## src/rtl/nonce_range_counter.sv

```systemverilog
// Issues nonces from a loaded inclusive range [start, end] in steps of stride,
// using a valid/ready output stream; optionally restarts the range when it runs out.
module nonce_range_counter #(
    parameter int WIDTH    = 32,
    parameter int STRIDE_W = 8,
    parameter int WRAP     = 0
) (
    input  logic                clk,
    input  logic                rst,
    input  logic                ld,
    input  logic [WIDTH-1:0]    ld_start,
    input  logic [WIDTH-1:0]    ld_end,
    input  logic [STRIDE_W-1:0] ld_stride,
    input  logic                abort,
    input  logic                out_ready,
    output logic                out_valid,
    output logic [WIDTH-1:0]    out_nonce,
    output logic                out_last,
    output logic                busy,
    output logic                done,
    output logic                wrapped,
    output logic [1:0]          state_dbg
);

    // Handshake: a nonce is transferred on every rising edge where out_valid
    // and out_ready are both high; while out_valid && !out_ready the offered
    // out_nonce/out_last hold steady. out_valid never waits on out_ready.

    typedef enum logic [1:0] {
        S_IDLE = 2'd0,
        S_RUN  = 2'd1,
        S_DONE = 2'd2
    } state_t;

    state_t              state_q;
    state_t              state_d;
    logic [WIDTH-1:0]    start_q;
    logic [WIDTH-1:0]    end_q;
    logic [STRIDE_W-1:0] stride_q;
    logic [WIDTH-1:0]    nonce_q;
    logic                wrapped_q;

    logic [WIDTH:0]      next_nonce;
    logic                last_c;
    logic                accept;

    // One extra bit keeps the carry so a sum past 2^WIDTH still counts as beyond end.
    assign next_nonce = {1'b0, nonce_q} + (WIDTH+1)'(stride_q);
    assign last_c     = (state_q == S_RUN) && (next_nonce > {1'b0, end_q});
    assign accept     = (state_q == S_RUN) && out_ready;

    // State and datapath registers
    always_ff @(posedge clk) begin
        if (rst) begin
            state_q   <= S_IDLE;
            start_q   <= '0;
            end_q     <= '0;
            stride_q  <= '0;
            nonce_q   <= '0;
            wrapped_q <= 1'b0;
        end else begin
            state_q   <= state_d;
            wrapped_q <= 1'b0;
            if (ld) begin
                start_q  <= ld_start;
                end_q    <= ld_end;
                stride_q <= (ld_stride == '0) ? STRIDE_W'(1) : ld_stride;
                nonce_q  <= ld_start;
            end else if (!abort && accept) begin
                if (!last_c) begin
                    nonce_q <= next_nonce[WIDTH-1:0];
                end else if (WRAP != 0) begin
                    nonce_q   <= start_q;
                    wrapped_q <= 1'b1;
                end
            end
        end
    end

    // Next-state logic; ld outranks abort, abort outranks an accept
    always_comb begin
        state_d = state_q;
        if (ld) begin
            state_d = (ld_start <= ld_end) ? S_RUN : S_DONE;
        end else if (abort) begin
            if (state_q != S_IDLE) begin
                state_d = S_IDLE;
            end
        end else if (accept && last_c && (WRAP == 0)) begin
            state_d = S_DONE;
        end
    end

    // Outputs
    always_comb begin
        out_valid = (state_q == S_RUN);
        busy      = (state_q == S_RUN);
        done      = (state_q == S_DONE);
        out_nonce = nonce_q;
        out_last  = last_c;
        wrapped   = wrapped_q;
        state_dbg = state_q;
    end

endmodule
```

## config.mk

```make
export PLATFORM = sky130hd
export DESIGN_NAME = nonce_range_counter
export DESIGN_NICKNAME = d
export VERILOG_FILES = /design/src/rtl/nonce_range_counter.sv
export SDC_FILE = /design/constraint.sdc
export NUM_CORES = 1
export LEC_CHECK = 0
export ABC_CLOCK_PERIOD_IN_PS = 5000
export BUFFER_PORTS_ARGS = -buffer_cell sky130_fd_sc_hd__buf_2
export CELL_PAD_IN_SITES_DETAIL_PLACEMENT = 0
export CELL_PAD_IN_SITES_GLOBAL_PLACEMENT = 1
export CORE_MARGIN = 4
export CORE_UTILIZATION = 40
export CTS_CLUSTER_DIAMETER = 50
export DETAILED_ROUTE_END_ITERATION = 10
export PLACE_DENSITY = 0.86
export SYNTH_ARGS = -nofsm -noshare
export SYNTH_HDL_FRONTEND = slang
export SYNTH_SLANG_ARGS = --single-unit
```

## constraint.sdc

```tcl
create_clock -name clk -period 5 [get_ports clk]
set_input_delay 0.5 -clock clk [delete_from_list [all_inputs] [get_ports clk]]
set_output_delay 0.5 -clock clk [all_outputs]
set_load 0.005 [all_outputs]
```

After elaboration in Yosys (flattened, before gate mapping)
Index checks and enable logic that the tools add are counted. Widths: inputs -> output; s select.

Input port bits: 77. Logic and storage cells: 31. Output and inout port bits: 39. Register bits after elaboration: 74.

Add/subtract/negate cells: 1. Magnitude comparators: 2. Multiplexer cells: 9. Reductions and logical operators: 11. Equality and inequality tests: 4.

Operators with widths (number): $mux 32 (3); $add 32x8->33 (1); $gt 33x32->1 (1); $le 32x32->1 (1); $mux 2 (5); $logic_not 8->1 (1); $mux 8 (1); $logic_and 1x1->1 (4); $reduce_and 2->1 (2); $reduce_bool 2->1 (2); $ne 3x2->1 const B (1); $reduce_bool 3->1 (1); $eq 2x1->1 const B (1); $eq 2x2->1 const B (1); $ne 2x2->1 const B (1); $logic_not 1->1 (1).

Longest topological paths before layout
Gate-level depths: netlist of run 1.

Word-level depth: 7. Depth in mapped cells: 20. Depth with buffers taken out: 19.

Least setup slack after synthesis of run 1
OpenSTA, ideal clock, no wires.

Path kind: reg2reg. Start: register nonce_q[0] (netlist: out_nonce[0]). End: register nonce_q[2] (netlist: out_nonce[2]). Required time: 4.875 ns. Setup slack: 0.570 ns. Arrival: 4.305 ns. Buffers on the path: 1. Setup time: 0.125 ns. Period minus slack after synthesis: 4.430 ns. Stages on the path, launching flop included: 19. Path through: dfxtp_1 -> ha_1 -> fa_1 -> a211oi_1 -> o21bai_1 -> or2_2 -> and3_1 -> nand2_1 -> nor2_1 -> xnor2_1 -> ha_1 -> nand4_1 -> nor4_1 -> and3_1 -> nand2_1 -> a21oi_4 -> buf_6 -> mux2_2 -> o2bb2ai_1.

Cells in the longest elaborated chain, start to end: 5. Elaborated cells on any way between the ends: 8. Those cells by class: add/sub: 1; order compare: 1; eq/ne: 1; mux: 3; reduce/logical: 2.

RTL lines: start, declared (RTL line 40) `logic [WIDTH-1:0] nonce_q;`; start signal, assigned (RTL line 68) `nonce_q <= ld_start;`; start signal, assigned (RTL line 71) `nonce_q <= next_nonce[WIDTH-1:0];`; start signal, assigned (RTL line 73) `nonce_q <= start_q;`; $add 32x8->33 (*) (RTL line 48) `assign next_nonce = {1'b0, nonce_q} + (WIDTH+1)'(stride_q);`; $gt 33x32->1 (RTL line 49) `assign last_c = (state_q == S_RUN) && (next_nonce > {1'b0, end_q});`; $logic_and 1x1->1 (RTL line 49); $ne 2x2->1 (no line); $reduce_and 2->1 (no line).

Mark *: on every way between the ends. The rest lies on a longest branch, timed or not. The select of a mux whose other input is x is not followed. A chain may end at the register's enable or synchronous reset.

Final worst setup path of run 1
Start: register nonce_q[0] (netlist: out_nonce[0]). End: output out_last.

Cells in the longest elaborated chain, start to end: 3.

RTL lines: $add 32x8->33 (RTL line 48); $gt 33x32->1 (RTL line 49); $logic_and 1x1->1 (RTL line 49); end, declared (RTL line 18) `output logic out_last,`.

Every way passes these cells.

==> results.cfg, run 1 <==
[clocking]
clk_pin_slew_ps = 60
root_buffer = clkbuf_16
cts_tree = yes
clock_path_buffers = 2
cts_made_buffers = 9
clock_latency_ps = 350
cts_hold_buf = 0
cts_sinks = 74
cts_max_level = 3

[logic_synthesis]
synth.most_common_cell = inv_1
yosysSeqAreaShare_pct = 26.1
ys_ff_latch = 74
synth_cell_types = 59
synthXorXnorAreaFrac_pct = 5.55
synth_mux_area_share_pct = 8.47
synthCells = 694
synth_common_cells = inv_1 (84), nor2_1 (83), dfxtp_1 (74)
synth_top_family_by_area = simple AND/OR/NAND/NOR gates
synthArstFlopShare_pct = 0
syn_nets = 844
synth_area_leaders = dfxtp_1 (26%), ha_1 (16%), mux2i_1 (8.3%)
avgSynthCellArea_um2 = 8.19
yosys.area_share.adder_pct = 16.2
synth_edf_count = 0
synth_top_area_share_pct = 26.1
synth-simple-area-share_pct = 17.8
synth_area_mm2 = 0.00569
synth_top_cell_by_area = dfxtp_1
synth_flop_cell = dfxtp_1
ys_warn_count = 0
synth_compound_area_share_pct = 17.5

[timing]
finalSetupTns_ps = 0
relSlewSlack_pct = 44.6
clock_skew_ps = 6.92
fin_crit_ps = 4690
timing.hold.ws_ps = 405
period_share_pct = 93.8
fmax_mhz = 213
worst_pin_slew_ps = 831
finalHoldViolations = 0
report.final.slew_viol_count = 0
finalSetupViolations = 0

[place]
gp_congestion = 0.892
io_buffers = 114
dp_hpwl_um = 12600

[drt]
wirelength_um = 15700
drc_errors = 0
wire_per_inst_um = 15.8
first_pass_iters = 4
antenna_left = 0
num_vias = 5165
post_drt_via_cell_ratio = 5.22
drtIter0Drc = 287

[power_and_ir_drop]
power_density_mw_per_mm2 = 253
p_total_mw = 1.73
leakage_nw = 3.24
ir_worst_vdd_uv = 154

[setup_path]
startpoint_type = flip-flop
critPathMaxFanout = 9
crit_path_end_kind = output port
critPathKind = reg -> out
regToRegEndpoint = out_nonce[2]$_SDFFE_PP0P_
ff2ff_setup_slack_ps = 430
cp_data_arrival_time_ps = 4190
cp.required_ps = 4500
timing.rr.start = out_nonce[0]$_SDFFE_PP0P_
reg2reg_depth = 18

[hold_path]
whs_endpoint = end_q[31]$_SDFFE_PP0P_
holdCritStartpoint = ld_end[31]
holdPathStages = 3
hold_path_class = in -> reg

[die]
num_rows = 43
fp.dieW_um = 127
fp.dieH_um = 127
io-pin-count = 116
core_area_mm2 = 0.0139
die-area_mm2 = 0.0162
start_util_pct = 41.0

[global_routing]
met2_usage_pct = 32.3
first_global_vias = 5161
grt-ovfl-total = 0
grt_pass1_wl_um = 25800
track_usage_pct = 19.9
grt_max_degree = 47
antenna_found_initial = 0
grtUsageMet1_pct = 26.2
busiest_layer = met2
gr-usage-met3_pct = 3.89

[finish]
layout-drive-gt1-share_pct = 21.0
nNetsFinal = 954
area_delta_synth_final_pct = 19.8
seq_area_mm2 = 0.00148
antenna_cells = 0
n_fill_cell = 1414
multi_input_area_mm2 = 0.00382

[job]
maxCapViolCount = 0

[outcome]
outcome = complete, no violations
[per-stage QoR]
step	area [µm²]	cells	setup WS (ps)	util [%]
after floorplan	5690	694	570	-
after global placement	6410	969	159	46.2
after detailed placement	6410	969	28.9	46.2
after CTS	6710	985	2.79	48.3
after global routing	6810	989	-1.14	49.1
final	6810	989	309	49.1
[worst max-delay path, stage by stage (launching register included)]
cell and delay, ps:
dfxtp_1 320, ha_1 230, fa_2 380, a211oi_2 250, o21bai_2 140, o211ai_4 240, nor2_1 140, and3_1 240
xor2_1 150, ha_1 290, nand4_1 150, buf_4 180, nor4_4 310, and3_4 270, nand2_2 160, a21oi_4 210
nor2b_1 60, buf_2 120
[metal layers]
layer / share of wire [%] / vias to the layer above
met4: 2.3 / 0
met2: 46 / 110
met5: 0 / -
li1: - / 2664
met3: 5.1 / 23
met1: 46 / 2368
[layout make-up]
type | instances | share of cell area, %
clock buffers | 13 | 3.53
clock inverters | 3 | 0.588
inverters | 84 | 4.63
multi-input cells | 506 | 56.1
flip-flops and latches | 74 | 21.7
well taps | 180 | 3.31
repair buffers | 129 | 10.1
[repair_timing]
item                       4_1_cts  5_1_grt
pin swaps                        1        7
setup endpoints to repair        1       26
buffers inserted                 0        4
cloned                           0        0
gates resized for setup          6       17
[power by group]
part           switching [mW]  internal [mW]
registers              0.0355          0.628
logic                   0.235          0.191
clock network           0.251          0.386
total                   0.522           1.20
[cells in the final DEF, fill, tap and decap left out, types with 5 or more instances in the layout]
cell	instances
a211oi_1	20
a21o_1	18
a311oi_1	6
clkbuf_16	9
nand3_1	19
nor2_1	82
mux2i_1	47
a2111o_1	5
and3_1	8
o211ai_1	12
ha_1	72
buf_2	113
nor4_1	6
xor2_1	7
nand2_1	40
dfxtp_1	74
buf_4	16
a21oi_1	26
nand4_1	15
nor3_1	12
nor2b_1	6
inv_1	84
o21ai_0	13
xnor2_1	29
[state kept, by name, summed over array words and instances, names as in the netlist]
| name | count |
|---|---|
| state_dbg | 2 |
| end_q | 32 |
| stride_q | 8 |
| out_nonce | 32 |
[cell families after synthesis]
kind of cell             Yosys count
AND/OR/NAND/NOR                  215
multiplexers                      48
AO/OA/AOI/OAI                    133
XOR/XNOR                          36
buffers and inverters            114
flip-flops                        74
adder cells (fa/ha/maj)           73
other                              1
[how the worst max path moves through the flow]
stage | startpoint | end | slack, ps | depth (start not counted)
after CTS | out_nonce[0]$_SDFFE_PP0P_ | out_last | 3 | 18
after global routing | out_nonce[0]$_SDFFE_PP0P_ | out_nonce[21]$_SDFFE_PP0P_ | -1 | 17
final | out_nonce[0]$_SDFFE_PP0P_ | out_last | 310 | 17
after floorplan | out_nonce[0]$_SDFFE_PP0P_ | out_nonce[2]$_SDFFE_PP0P_ | 570 | 18
after global placement | out_nonce[0]$_SDFFE_PP0P_ | out_nonce[2]$_SDFFE_PP0P_ | 160 | 18
after detailed placement | out_nonce[0]$_SDFFE_PP0P_ | out_nonce[2]$_SDFFE_PP0P_ | 30 | 18
(Power assumes the default switching activity.)
==> run 2, diff against run 1 <==
--- a/config.mk
+++ b/config.mk
@@ -14,6 +14,7 @@
 export CTS_CLUSTER_DIAMETER = 50
 export DETAILED_ROUTE_END_ITERATION = 10
 export PLACE_DENSITY = 0.86
+export REMOVE_ABC_BUFFERS = 1
 export SYNTH_ARGS = -nofsm -noshare
 export SYNTH_HDL_FRONTEND = slang
 export SYNTH_SLANG_ARGS = --single-unit
==> results.cfg, run 2 (synthesis gave the netlist of run 1 again) <==
[setup_path]
cp.required_ps = 4500
startpoint = out_nonce[0]$_SDFFE_PP0P_
critPathKind = reg -> out
crit_path_end_kind = output port
ff2ff_setup_slack_ps = 410
startpoint_type = flip-flop
timing.rr.start = out_nonce[0]$_SDFFE_PP0P_
reg2reg_depth = 19
cp_data_arrival_time_ps = 4260
critPathMaxFanout = 7
regToRegEndpoint = out_nonce[2]$_SDFFE_PP0P_

[drt]
num_vias = 5212
drc_errors = 0
antenna_left = 0
drtIter0Drc = 362
wire_per_inst_um = 16.0
wirelength_um = 15700
post_drt_via_cell_ratio = 5.29
first_pass_iters = 4

[finish]
final_cells = 985
layout_commonest_cell = buf_2
n_fill_cell = 1387
nNetsFinal = 950
antenna_cells = 0
layout_common_cells = buf_2 (113), inv_1 (84), nor2_1 (82)
area_delta_synth_final_pct = 19.6
layout-drive-gt1-share_pct = 20.2

[clocking]
cts_made_buffers = 9
clk_pin_slew_ps = 60
cts_sinks = 74
clock_path_buffers = 2
root_buffer = clkbuf_16
cts_max_level = 3
cts_tree = yes
post-cts-setup-buffers = 0
clock_latency_ps = 340

[place]
dp_hpwl_um = 12200
pre_cts_slack_ps = 127
gp_congestion = 0.901
dp.cells = 969
io_buffers = 114

[global_routing]
gr-usage-met3_pct = 4.93
grt_max_degree = 55
met2_usage_pct = 30.8
first_global_vias = 5100
grtUsageMet1_pct = 27.4
grt_pass1_wl_um = 25900
antenna_found_initial = 0
busiest_layer = met2
grt-ovfl-total = 0
track_usage_pct = 19.9

[die]
io-pin-count = 116
num_rows = 43
fp.dieW_um = 127
die-area_mm2 = 0.0162
core_area_mm2 = 0.0139
start_util_pct = 41.0
fp.dieH_um = 127

[power_and_ir_drop]
power_density_mw_per_mm2 = 264
ir_worst_vdd_uv = 134
leakage_nw = 3.23

[timing]
period_share_pct = 95.3
finalSetupViolations = 0
setup_ws_ps = 237
rsz0062_at_grt = no
report.final.slew_viol_count = 0
finalHoldViolations = 0
fin_crit_ps = 4760
relSlewSlack_pct = 44.0
fmax_mhz = 210
finalSetupTns_ps = 0
clock_skew_ps = 9.40
worst_pin_slew_ps = 840

[hold_path]
holdCritStartpoint = ld_end[1]
hold_path_class = in -> reg
holdPathStages = 3
whs_endpoint = end_q[1]$_SDFFE_PP0P_

[outcome]
outcome = complete, no violations

[job]
maxCapViolCount = 0
## run 2: power breakdown
part | total, mW | leakage (nW) | internal, mW | switching [mW]
Sequential | 0.664 | 0.613 | 0.628 | 0.0362
Combinational | 0.418 | 2.46 | 0.185 | 0.233
Clock | 0.711 | 0.151 | 0.452 | 0.258
Total | 1.79 | 3.23 | 1.27 | 0.527
## run 2: repair_timing
item	CTS	global route
pin swaps	0	3
hold buffers	0	0
gates cloned	0	0
gates resized for setup	4	14
endpoints found under the setup margin	1	10
## run 2: through the flow
stage | utilization [%] | hold slack [ps] | instance area, µm² | power (mW)
after floorplan | - | 460 | 5530 | 0.914
after global placement | 46.2 | 473 | 6410 | 1.08
after detailed placement | 46.2 | 485 | 6410 | 1.08
after CTS | 48.6 | 399 | 6740 | 1.80
after global routing | 49.0 | 410 | 6800 | 1.90
final | 49.0 | 403 | 6800 | 1.79
## run 2: how the worst max path moves through the flow
stage | end | slack, ps
global placement | out_nonce[2]$_SDFFE_PP0P_ | 260
global route | out_last | 6
detailed placement | out_nonce[2]$_SDFFE_PP0P_ | 130
floorplan | out_nonce[23]$_SDFFE_PP0P_ | 250
CTS | out_last | 10
finish | out_last | 240
## run 2: layout make-up
type	count	area, µm²	area share (%)
Clock buffer	14	254	3.74
Clock inverter	2	60.1	0.883
Inverter	84	315	4.64
Multi-Input combinational cell	506	3810	56.0
Sequential cell	74	1480	21.8
Tap cell	180	225	3.31
Timing Repair Buffer	125	656	9.64
## run 2: worst max-delay path: stages, from the launching register on
cell and delay, ps:
dfxtp_1 320, ha_1 220, fa_2 370, a211oi_1 220, o21bai_1 130, or2_2 320, and3_1 200, nand2_2 130
nor2_1 130, nand2_1 100, xnor2_1 120, ha_1 270, a21o_1 200, a221oi_1 300, nand2_1 150, a211o_4 390
a21oi_4 170, nor2b_1 60, buf_2 120
## run 2: routing by layer
metal  vias to the layer above  routed length [µm]
li1                       2663                   -
met1                      2383                7510
met2                       142                6910
met3                        24                1040
met4                         0                 278
met5                         -                   0
